$ cat src/rtl/load_store_unit_if.sv
// Execute-side request/response and data-memory handshake for the load/store unit.
interface load_store_unit_if #(parameter int WIDTH = 32);
    logic             req_valid;
    logic             is_store;
    logic [2:0]       funct3;
    logic [WIDTH-1:0] addr;
    logic [WIDTH-1:0] store_data;
    logic             busy;
    logic             mem_req;
    logic             mem_we;
    logic [WIDTH-1:0] mem_addr;
    logic [3:0]       mem_byte_en;
    logic [WIDTH-1:0] mem_wr_data;
    logic             mem_ack;
    logic [WIDTH-1:0] mem_rd_data;
    logic             done;
    logic [WIDTH-1:0] load_data;
    logic             misaligned;
    logic             fault;

    modport master (
        output req_valid, is_store, funct3, addr, store_data, mem_ack, mem_rd_data,
        input  busy, mem_req, mem_we, mem_addr, mem_byte_en, mem_wr_data,
               done, load_data, misaligned, fault
    );

    modport slave (
        input  req_valid, is_store, funct3, addr, store_data, mem_ack, mem_rd_data,
        output busy, mem_req, mem_we, mem_addr, mem_byte_en, mem_wr_data,
               done, load_data, misaligned, fault
    );
endinterface

$ cat src/rtl/load_store_unit.sv
// Memory-access stage: one outstanding word-wide access, extended load data or fault to writeback.
// state  | meaning
// IDLE   | waiting for a request; ACCESS | mem_req held until ack/timeout; RESP | one-cycle done
module load_store_unit #(
    parameter int WIDTH   = 32,
    parameter int TIMEOUT = 255
) (
    input logic              clk,
    input logic              rst,
    load_store_unit_if.slave bus
);
    localparam int TO_WIDTH = $clog2(TIMEOUT + 1);

    typedef enum logic [1:0] {IDLE, ACCESS, RESP} state_t;

    state_t             state, state_nx;
    logic               req_store;
    logic [2:0]         req_f3;
    logic [WIDTH-1:0]   req_addr;
    logic [WIDTH-1:0]   req_data;
    logic [WIDTH-1:0]   load_q;
    logic               flag_mis;
    logic               flag_fault;
    logic [TO_WIDTH-1:0] to_cnt;

    logic               in_illegal;
    logic               in_mis;
    logic               timed_out;
    logic [7:0]         rd_byte;
    logic [15:0]        rd_half;
    logic [WIDTH-1:0]   rd_ext;
    logic [3:0]         lane_en;
    logic [WIDTH-1:0]   lane_data;

    // Request decode works on the raw inputs so a bad request can skip ACCESS.
    always_comb begin
        if (bus.is_store)
            in_illegal = bus.funct3[2] || (bus.funct3[1:0] == 2'b11);
        else
            in_illegal = (bus.funct3[1:0] == 2'b11) || (bus.funct3 == 3'b110);
        in_mis = !in_illegal &&
                 (((bus.funct3[1:0] == 2'b01) && bus.addr[0]) ||
                  ((bus.funct3[1:0] == 2'b10) && (bus.addr[1:0] != 2'b00)));
    end

    assign timed_out = (to_cnt == TO_WIDTH'(TIMEOUT));

    always_comb begin
        case (req_addr[1:0])
            2'd0:    rd_byte = bus.mem_rd_data[7:0];
            2'd1:    rd_byte = bus.mem_rd_data[15:8];
            2'd2:    rd_byte = bus.mem_rd_data[23:16];
            default: rd_byte = bus.mem_rd_data[31:24];
        endcase
        rd_half = req_addr[1] ? bus.mem_rd_data[31:16] : bus.mem_rd_data[15:0];
        case (req_f3)
            3'b000:  rd_ext = {{(WIDTH-8){rd_byte[7]}}, rd_byte};
            3'b001:  rd_ext = {{(WIDTH-16){rd_half[15]}}, rd_half};
            3'b100:  rd_ext = {{(WIDTH-8){1'b0}}, rd_byte};
            3'b101:  rd_ext = {{(WIDTH-16){1'b0}}, rd_half};
            default: rd_ext = bus.mem_rd_data;
        endcase
    end

    always_comb begin
        case (req_f3[1:0])
            2'b00: begin
                lane_en   = 4'b0001 << req_addr[1:0];
                lane_data = {4{req_data[7:0]}};
            end
            2'b01: begin
                lane_en   = 4'b0011 << req_addr[1:0];
                lane_data = {2{req_data[15:0]}};
            end
            default: begin
                lane_en   = 4'b1111;
                lane_data = req_data;
            end
        endcase
    end

    always_ff @(posedge clk) begin
        if (!rst) state <= IDLE;
        else      state <= state_nx;
    end

    always_comb begin
        state_nx = state;
        case (state)
            IDLE:    if (bus.req_valid) state_nx = (in_illegal || in_mis) ? RESP : ACCESS;
            ACCESS:  if (bus.mem_ack || timed_out) state_nx = RESP;
            RESP:    state_nx = IDLE;
            default: state_nx = IDLE;
        endcase
    end

    always_ff @(posedge clk) begin
        if (!rst) begin
            req_store  <= 1'b0;
            req_f3     <= 3'b000;
            req_addr   <= '0;
            req_data   <= '0;
            load_q     <= '0;
            flag_mis   <= 1'b0;
            flag_fault <= 1'b0;
            to_cnt     <= '0;
        end else begin
            case (state)
                IDLE: if (bus.req_valid) begin
                    req_store  <= bus.is_store;
                    req_f3     <= bus.funct3;
                    req_addr   <= bus.addr;
                    req_data   <= bus.store_data;
                    flag_mis   <= in_mis;
                    flag_fault <= in_illegal;
                    load_q     <= '0;
                    to_cnt     <= '0;
                end
                ACCESS: begin
                    // An ack on the final timeout cycle still completes normally.
                    if (bus.mem_ack) begin
                        if (!req_store) load_q <= rd_ext;
                    end else if (timed_out) begin
                        flag_fault <= 1'b1;
                    end else begin
                        to_cnt <= to_cnt + 1'b1;
                    end
                end
                RESP: begin
                    flag_mis   <= 1'b0;
                    flag_fault <= 1'b0;
                    load_q     <= '0;
                end
                default: ;
            endcase
        end
    end

    always_comb begin
        bus.busy        = (state != IDLE);
        bus.mem_req     = 1'b0;
        bus.mem_we      = 1'b0;
        bus.mem_addr    = '0;
        bus.mem_byte_en = 4'b0000;
        bus.mem_wr_data = '0;
        bus.done        = 1'b0;
        bus.load_data   = '0;
        bus.misaligned  = 1'b0;
        bus.fault       = 1'b0;
        case (state)
            ACCESS: begin
                bus.mem_req     = 1'b1;
                bus.mem_we      = req_store;
                bus.mem_addr    = {req_addr[WIDTH-1:2], 2'b00};
                bus.mem_byte_en = lane_en;
                bus.mem_wr_data = lane_data;
            end
            RESP: begin
                bus.done       = 1'b1;
                bus.load_data  = load_q;
                bus.misaligned = flag_mis;
                bus.fault      = flag_fault;
            end
            default: ;
        endcase
    end
endmodule

$ cat src/flat_wrapper.sv
// flat-port wrapper written by rule: the top's interface ports become plain ports
module load_store_unit_flat 
#(
    parameter int WIDTH   = 32,
    parameter int TIMEOUT = 255
)
  (clk, rst, bus_req_valid, bus_is_store, bus_funct3, bus_addr, bus_store_data, bus_mem_ack, bus_mem_rd_data, bus_busy, bus_mem_req, bus_mem_we, bus_mem_addr, bus_mem_byte_en, bus_mem_wr_data, bus_done, bus_load_data, bus_misaligned, bus_fault);
  load_store_unit_if #(.WIDTH(WIDTH)) bus_i ();
  input logic clk;
  input logic rst;
  input wire logic [$bits(bus_i.req_valid)-1:0] bus_req_valid;
  input wire logic [$bits(bus_i.is_store)-1:0] bus_is_store;
  input wire logic [$bits(bus_i.funct3)-1:0] bus_funct3;
  input wire logic [$bits(bus_i.addr)-1:0] bus_addr;
  input wire logic [$bits(bus_i.store_data)-1:0] bus_store_data;
  input wire logic [$bits(bus_i.mem_ack)-1:0] bus_mem_ack;
  input wire logic [$bits(bus_i.mem_rd_data)-1:0] bus_mem_rd_data;
  output wire logic [$bits(bus_i.busy)-1:0] bus_busy;
  output wire logic [$bits(bus_i.mem_req)-1:0] bus_mem_req;
  output wire logic [$bits(bus_i.mem_we)-1:0] bus_mem_we;
  output wire logic [$bits(bus_i.mem_addr)-1:0] bus_mem_addr;
  output wire logic [$bits(bus_i.mem_byte_en)-1:0] bus_mem_byte_en;
  output wire logic [$bits(bus_i.mem_wr_data)-1:0] bus_mem_wr_data;
  output wire logic [$bits(bus_i.done)-1:0] bus_done;
  output wire logic [$bits(bus_i.load_data)-1:0] bus_load_data;
  output wire logic [$bits(bus_i.misaligned)-1:0] bus_misaligned;
  output wire logic [$bits(bus_i.fault)-1:0] bus_fault;
  assign bus_i.req_valid = bus_req_valid;
  assign bus_i.is_store = bus_is_store;
  assign bus_i.funct3 = bus_funct3;
  assign bus_i.addr = bus_addr;
  assign bus_i.store_data = bus_store_data;
  assign bus_i.mem_ack = bus_mem_ack;
  assign bus_i.mem_rd_data = bus_mem_rd_data;
  assign bus_busy = bus_i.busy;
  assign bus_mem_req = bus_i.mem_req;
  assign bus_mem_we = bus_i.mem_we;
  assign bus_mem_addr = bus_i.mem_addr;
  assign bus_mem_byte_en = bus_i.mem_byte_en;
  assign bus_mem_wr_data = bus_i.mem_wr_data;
  assign bus_done = bus_i.done;
  assign bus_load_data = bus_i.load_data;
  assign bus_misaligned = bus_i.misaligned;
  assign bus_fault = bus_i.fault;
  load_store_unit #(.WIDTH(WIDTH), .TIMEOUT(TIMEOUT)) u_core (.clk(clk), .rst(rst), .bus(bus_i));
endmodule
$ cat config.mk
export PLATFORM = sky130hd
export DESIGN_NAME = load_store_unit_flat
export DESIGN_NICKNAME = d
export VERILOG_FILES = /design/src/rtl/load_store_unit_if.sv /design/src/rtl/load_store_unit.sv /design/src/flat_wrapper.sv
export SDC_FILE = /design/constraint.sdc
export NUM_CORES = 1
export LEC_CHECK = 0
export BUFFER_PORTS_ARGS = -buffer_cell sky130_fd_sc_hd__buf_4
export CAP_MARGIN = 20
export CORE_UTILIZATION = 45
export DETAILED_ROUTE_END_ITERATION = 10
export PLACE_DENSITY = 0.8
export SYNTH_ARGS = -nofsm -noshare
export SYNTH_HDL_FRONTEND = slang
export SYNTH_SLANG_ARGS = --single-unit
$ cat constraint.sdc
create_clock -name clk -period 2 [get_ports clk]
set_clock_uncertainty 0.15 [all_clocks]
set_input_delay 0.1 -clock clk [delete_from_list [all_inputs] [get_ports clk]]
set_output_delay 0.1 -clock clk [all_outputs]
set_load 0.05 [all_outputs]
==> implementation parameters, run 1 <==
Parameter                              Value

Yosys
  Most frequently used cell type in the post-synthesis netlist ... nand2_1
  Share of the yosys chip area belonging to registers ... 38.09%
  Post-synth cell types ... 56
  XOR/XNOR Fraction of Synth Area ... 0.1488%
  Multiplexer share of the synthesized area ... 4.867%
  Largest family of logic cells by synthesized area ... simple AND/OR/NAND/NOR gates
  Most instantiated cells after synthesis ... nand2_1, dfxtp_1, and2_1
  Synth warnings ... 0
  Leading post-synthesis cells by cell area ... dfxtp_1, nand2_1, a21boi_0
  Number of enable-type register cells in the synthesized netlist ... 0
  Register bit count reported by yosys ... 112
  Largest area contributor in the synthesized netlist ... dfxtp_1
  Area fraction in and, or, nand and nor cells after synthesis ... 27.95%
  Top flip-flop cell by instance count after synthesis ... dfxtp_1
  Ys async rst share ... 0%
  Avg Cell Area, Syn ... 8.120 µm²
  Number of instances in the synthesized netlist ... 725
  Fraction of post-synthesis cell area in the top cell type by area ... 38.09%
  Post-synthesis adder-cell area fraction ... 1.063%
  Total standard cell area after synthesis ... 5887 µm²
  Synthesized-area fraction occupied by ao, oa, aoi and oai cells ... 22.70%

Clock network
  TritonCTS clock tree ... yes
  CTS Root Cell ... clkbuf_16
  Total clock buffers created by CTS ... 9
  Clock transition at the registers of the reported paths ... 70 ps
  Number of H-tree levels ... 3
  Source-to-sink clock delay at the later pin of the worst-skew pair ... 360 ps
  Number of sinks driven by the clock tree ... 112
  Clock Tree Buf Depth ... 2

Job
  Count of maximum capacitance violations ... 0

Critical path
  Category of the most critical setup path ... reg -> out
  Worst setup EP type ... output port
  Internal reg-to-reg setup slack ... 80 ps
  Type of origin of the critical path ... register
  Endpoint of the worst-slack reg-to-reg timing path ... u_core.flag_mis$_SDFFE_PN0P_
  R2R Path Start ... u_core.state[1]$_SDFFE_PN0P_
  Worst endpoint required time ... 1750 ps
  Largest fanout on the critical path ... 36
  Data arrival time of the worst path ... 1670 ps
  Reg2reg path depth ... 6

Hold path
  Hold path depth ... 3
  Worst min-delay path class ... in -> reg
  HP Start ... bus_req_valid
  Worst Hold End ... u_core.state[1]$_SDFFE_PN0P_

GRT
  Maximum number of pins on one net before global-route repair ... 69
  Overflow left after global routing ... 0
  First-pass GRT wire length ... 29,990 µm
  Number of global-route vias before repair ... 6,186
  Total routing usage reported by global routing ... 28.53%
  Antenna violations before repair ... 0

Finish
  Fraction of layout instances using a drive strength above 1 ... 29.49%
  Area delta synth->final ... 55.90%
  Final Net Count ... 1,128
  Filler instances ... 891
  ANT cells ... 0

Power and ir drop
  Leakage power of the design ... 3.850 nW
  Net Sw Frac ... 29.98%
  Clock share of power ... 32.9%
  PnR Total Power ... 5.895 mW
  Portion of total power attributed to sequential cells ... 41.8%
  Part of the total power dissipated in combinational logic ... 25.3%
  Internal power contribution ... 4.128 mW
  Power density over the cells ... 642.4 nW/µm²
  NetSw ... 1.767 mW
  Worst voltage drop across the vdd grid ... 0.5429 mV

Timing
  Number of hold violations in the final report ... 0
  Worst setup margin ... 84.21 ps
  Worst slew pin tran ... 605.3 ps
  Final count of pins violating max slew ... 0
  Max transition margin ... 59.65%
  Count of endpoints failing setup in the final report ... 0
  Clock period minus worst slack ... 1916 ps
  RSZ-0062 raised after global routing ... true
  Fin crit share ... 95.79%
  Max Clock Freq ... 522.0 MHz

Floorplanning
  Die extent in x ... 116.4 µm
  Die H ... 116.4 µm
  Core area ... 12,670 µm²
  Starting density of the core ... 46.46%
  Die area ... 13,540 µm²
  Top-level I/O count ... 210
  FP Rows ... 41

Place
  Sum of net half-perimeters after detailed placement ... 12,130 µm
  Number of buffers inserted by port buffering ... 207
  Worst slack at placement ... -58.39 ps
  Final weighted congestion in routability-driven placement ... 0.8678

Routing
  # DRC ... 0
  Via-to-Cell Ratio ... 5.329
  TritonRoute pass-1 iters ... 5
  Wirelength per Cell ... 16.37 µm
  Total vias in the final route ... 6,374
  Number of nets still failing antenna checks after routing ... 0
  Drt first-iter violations ... 417
  Final WL ... 19,580 µm

Outcome
  Result of the run ... completed
[power groups by stage]
stage / Combinational (mW) / Clock (mW) / Sequential, mW
3_5_place_dp: 1.27 / 0 / 2.51
3_3_place_gp: 1.25 / 0 / 2.50
6_report: 1.49 / 1.94 / 2.47
2_1_floorplan: 0.792 / 0 / 2.47
4_1_cts: 1.45 / 1.96 / 2.46
5_1_grt: 1.62 / 2.04 / 2.48
[routing by layer]
layer	routed length, µm	global-route usage [%]	vias to the layer above
met1	8007	33.04	2998
met4	512	11.88	0
met2	9538	50.26	274
met3	1515	6.798	38
li1	-	-	3064
met5	0	0	-
[stage by stage]
stage	std cells	cell area, µm²	setup TNS (ps)	hold slack [ps]	util (%)
final	1196	9178	0	51.22	72.43
after global routing	1196	9178	-15.91	56.77	72.43
after CTS	1195	9109	-0.4533	41.40	71.89
after detailed placement	1077	7752	-515.2	189.4	61.18
after global placement	1077	7752	0	186.4	61.18
after floorplan	726	5947	0	87.87	-
[logic make-up (layout without fill, tap and decap cells)]
group / Yosys count / count (layout)
AND/OR/NAND/NOR: 340 / 340
AO/OA/AOI/OAI: 173 / 174
flip-flops: 112 / 112
buffers and inverters: 67 / 364
multiplexers: 26 / 26
adder cells (fa/ha/maj): 5 / 5
other: 1 / 2
XOR/XNOR: 1 / 1
[sequential cells by signal, indices dropped and copies added, names as in the netlist]
register	count
u_core.req_data	32
u_core.req_store	1
u_core.req_addr	32
u_core.load_q	32
u_core.state	2
u_core.to_cnt	8
u_core.flag_mis	1
u_core.req_f3	3
u_core.flag_fault	1
[critical path, cell delays in order, from the launching register on]
cell,delay (ps)
dfxtp_2,350
inv_1,80
ha_1,160
buf_4,290
and2_1,210
buf_4,210
[layout by cell type, fill, tap and decap left out, drive strengths merged, types with 2 or more instances in the layout]
cell and n:
o211ai 2, nand2 191, o21ai 18, ha 5
mux2 8, nor2 11, dlygate4sd3 102, nand3 4
conb 2, or3 2, o21a 7, or4 4
buf 239, and2 83, o22ai 7, a32o 14
a21boi 79, o31a 6, nor3 2, nand2b 19
mux2i 17, nand3b 2, a221o 16, clkbuf 12
o31ai 3, a21oi 10, inv 7, nor2b 11
nand4 3, clkinv 2, or2 3, dfxtp 112
o211a 2
[timing repair]
item	CTS	global route
pin swaps	0	1
gates cloned	0	1
buffers inserted	0	0
setup endpoints to repair	50	62
hold buffers	102	0
gates resized for setup	5	14
endpoints found under the hold margin	102	0
[worst max path at each step]
| stage | from | end | slack, ps | depth (start not counted) |
|---|---|---|---|---|
| after floorplan | u_core.state[1]$_SDFFE_PN0P_ | u_core.load_q[21]$_SDFFE_PN0P_ | 1 | 8 |
| after global placement | u_core.state[0]$_SDFFE_PN0P_ | u_core.load_q[29]$_SDFFE_PN0P_ | 40 | 6 |
| after detailed placement | u_core.state[0]$_SDFFE_PN0P_ | u_core.load_q[31]$_SDFFE_PN0P_ | -60 | 6 |
| after CTS | u_core.state[1]$_SDFFE_PN0P_ | bus_mem_addr[7] | -0.5 | 5 |
| after global routing | u_core.state[1]$_SDFFE_PN0P_ | u_core.flag_mis$_SDFFE_PN0P_ | -20 | 6 |
| final | u_core.state[0]$_SDFFE_PN0P_ | bus_misaligned | 80 | 5 |
[final cells by class]
| cell class | count | area (µm²) | share of cell area [%] |
|---|---|---|---|
| inverter | 7 | 26.28 | 0.2863 |
| timing repair buffer | 341 | 2904 | 31.64 |
| clock buffer | 12 | 266.5 | 2.904 |
| sequential | 112 | 2247 | 24.49 |
| multi-input combinational | 548 | 3467 | 37.78 |
| tap | 172 | 215.2 | 2.345 |
| clock inverter | 4 | 51.30 | 0.5590 |
No activity file was read; power rests on OpenSTA's default activity.
==> run 2, diff against run 1 <==
--- a/config.mk
+++ b/config.mk
@@ -10,5 +10,6 @@
 export CORE_UTILIZATION = 45
 export DETAILED_ROUTE_END_ITERATION = 10
-export PLACE_DENSITY = 0.8
+export GPL_ROUTABILITY_DRIVEN = 0
+export PLACE_DENSITY = 0.82
 export SYNTH_ARGS = -nofsm -noshare
 export SYNTH_HDL_FRONTEND = slang
==> constraint.sdc (replaced) <==
create_clock -name clk -period 2 [get_ports clk]
set_clock_uncertainty 0.15 [all_clocks]
set_input_delay 0 -clock clk [delete_from_list [all_inputs] [get_ports clk]]
set_output_delay 0 -clock clk [all_outputs]
set_load 0.05 [all_outputs]
==> run 2 against run 1 <==
  * Sequential share of layout area about the same
  * Sequential power about the same
  * Worst setup slack got worse by 47 ps
  * Die area unchanged
  * Largest power group unchanged
==> implementation parameters, run 2 (same netlist as run 1, synthesis figures left out) <==
Parameter                              Value

Floorplanning
  Starting density of the core ... 46.46% (unchanged)
  Die area ... 13,540 µm² (unchanged)
  Die H ... 116.4 µm (unchanged)
  Die extent in x ... 116.4 µm (unchanged)
  Core area ... 12,670 µm² (unchanged)
  FP Rows ... 41 (unchanged)
  Top-level I/O count ... 210 (unchanged)

Power and ir drop
  Leakage power of the design ... 3.843 nW (-0.19%)
  PnR Total Power ... 5.822 mW (-1.2%)
  Power density over the cells ... 636.0 nW/µm² (-0.98%)
  Worst voltage drop across the vdd grid ... 0.7579 mV (+40%)

Clock network
  CTS Root Cell ... clkbuf_16
  Clock transition at the registers of the reported paths ... 80 ps (about the same)
  TritonCTS clock tree ... yes
  Number of sinks driven by the clock tree ... 112 (unchanged)
  Number of H-tree levels ... 3 (unchanged)
  Total clock buffers created by CTS ... 9 (unchanged)
  Clock Tree Buf Depth ... 2 (unchanged)
  Post-CTS Repair Setup Buffers ... 0 (unchanged)
  Source-to-sink clock delay at the later pin of the worst-skew pair ... 360 ps (about the same)

Routing
  Wirelength per Cell ... 16.73 µm (+2.2%)
  # DRC ... 0 (unchanged)
  Drt first-iter violations ... 519 (+24%)
  Via-to-Cell Ratio ... 5.377 (+0.90%)
  Final WL ... 19,990 µm (+2.1%)
  Total vias in the final route ... 6,426 (+0.82%)
  Number of nets still failing antenna checks after routing ... 0 (unchanged)
  TritonRoute pass-1 iters ... 6 (+1)

GRT
  First-pass GRT wire length ... 30,460 µm (+1.6%)
  Antenna violations before repair ... 0 (unchanged)
  Overflow left after global routing ... 0 (unchanged)
  Maximum number of pins on one net before global-route repair ... 75 (+8.7%)
  Number of global-route vias before repair ... 6,193 (+0.11%)
  Total routing usage reported by global routing ... 29.00% (+0.47 points)

Hold path
  Hold path depth ... 3 (unchanged)
  Worst min-delay path class ... in -> reg

Timing
  Count of endpoints failing setup in the final report ... 0 (unchanged)
  Worst setup margin ... 37.48 ps (-46.73 ps)
  Summed negative setup slack over all endpoints ... 0 ps (unchanged)
  Final count of pins violating max slew ... 0 (unchanged)
  Fin crit share ... 98.13% (+2.3 points)
  Clock period minus worst slack ... 1963 ps (+46.73 ps)
  Number of hold violations in the final report ... 0 (unchanged)
  Max Clock Freq ... 509.5 MHz (-2.4%)
  Max transition margin ... 58.11% (-1.5 points)
  Worst slew pin tran ... 628.4 ps (+23.08 ps)

Place
  Worst slack at placement ... -15.78 ps (+42.61 ps)
  Sum of net half-perimeters after detailed placement ... 11,890 µm (-2.0%)
  Placed insts ... 1,075 (-0.19%)
  Number of buffers inserted by port buffering ... 207 (unchanged)

Finish
  Final Net Count ... 1,127 (-0.089%)
  ANT cells ... 0 (unchanged)
  Area delta synth->final ... 55.49%
  Core Util, Final ... 72.24% (-0.19 points)
  Fraction of layout instances using a drive strength above 1 ... 28.54% (-0.95 points)
  Commonest non-fill, non-tap cell in the layout ... buf_4
  Top library cells by usage in the layout, fill and taps aside ... buf_4, nand2_1, dfxtp_1, dlygate4sd3_1, and2_1
  Layout Cells excl Fill ... 1,195 (-0.084%)
  Registers with the most flip-flops ... u_core.load_q (32), u_core.req_addr (32), u_core.req_data (32)

Critical path
  Worst setup EP type ... register
  Worst endpoint required time ... 2100 ps (+350 ps)
  Largest fanout on the critical path ... 38 (+5.6%)
  Type of origin of the critical path ... register
  Category of the most critical setup path ... reg -> reg
  Reg2reg path depth ... 7 (+1)
  Data arrival time of the worst path ... 2060 ps (+390 ps)

Job
  Count of maximum capacitance violations ... 0 (unchanged)

Outcome
  Result of the run ... completed
[run 2: changes by cell type in the layout (fill, tap and decap cells not counted), moves of 2 or more]
cell	delta
dfxtp_2	+2
clkinv_4	+2
clkbuf_8	-2
a21boi_2	-6
buf_6	-3
a21boi_1	+7
nor2_2	-2
nor2_1	+2
[run 2: where the power goes]
group	leakage, nW	switching, mW	internal [mW]
combinational	2.78	0.805	0.671
sequential	0.915	0.105	2.36
clock	0.149	0.865	1.01
[run 2: cell type report]
cell class                 count  area [µm²]
fill                         881        3517
inverter                       7       26.28
clock inverter                 6       68.82
timing repair buffer         340        2920
clock buffer                  10       239.0
sequential                   112        2246
tap                          172       215.2
multi-input combinational    548        3438
[run 2: what timing repair did]
item | CTS | global route
setup endpoints to repair | 42 | 73
hold endpoints to repair | 112 | 0
cloned | 0 | 1
resized for setup | 8 | 14
hold buffers | 103 | 0
pin swaps | 0 | 1
[run 2: worst max-delay path: stages (launching register included)]
cell	delay (ps)
dfxtp_2	340
inv_1	120
ha_2	240
buf_4	130
and2_2	200
buf_8	250
nand2_1	120
a21boi_0	290
[run 2: routing by layer]
layer / vias to the layer above / wire, µm / global-route usage [%] / part of all wire, %
li1: 3052 / - / - / -
met1: 2991 / 7938 / 33.39 / 40
met5: - / 0 / 0 / 0
met4: 0 / 673 / 12.82 / 3.4
met2: 322 / 9724 / 49.86 / 49
met3: 61 / 1653 / 8.407 / 8.3
[run 2: stage by stage]
| step | hold WS [ps] | cell area (µm²) |
|---|---|---|
| 4_1_cts | 267.6 | 9084 |
| 6_report | 282.8 | 9154 |
| 5_1_grt | 278.3 | 9154 |
| 2_1_floorplan | -12.13 | 5921 |
| 3_3_place_gp | 84.74 | 7711 |
| 3_5_place_dp | 84.16 | 7711 |
[run 2: path summary, 6_finish.rpt]
path | slack [ps] | from | endpoint
setup / recovery | 40 | u_core.state[1]$_SDFFE_PN0P_ | u_core.req_addr[9]$_SDFFE_PN0P_
hold / removal | 280 | bus_mem_rd_data[25] | u_core.load_q[25]$_SDFFE_PN0P_
setup reg to reg | 40 | u_core.state[1]$_SDFFE_PN0P_ | u_core.req_addr[9]$_SDFFE_PN0P_
hold reg to reg | 310 | u_core.load_q[4]$_SDFFE_PN0P_ | u_core.load_q[4]$_SDFFE_PN0P_
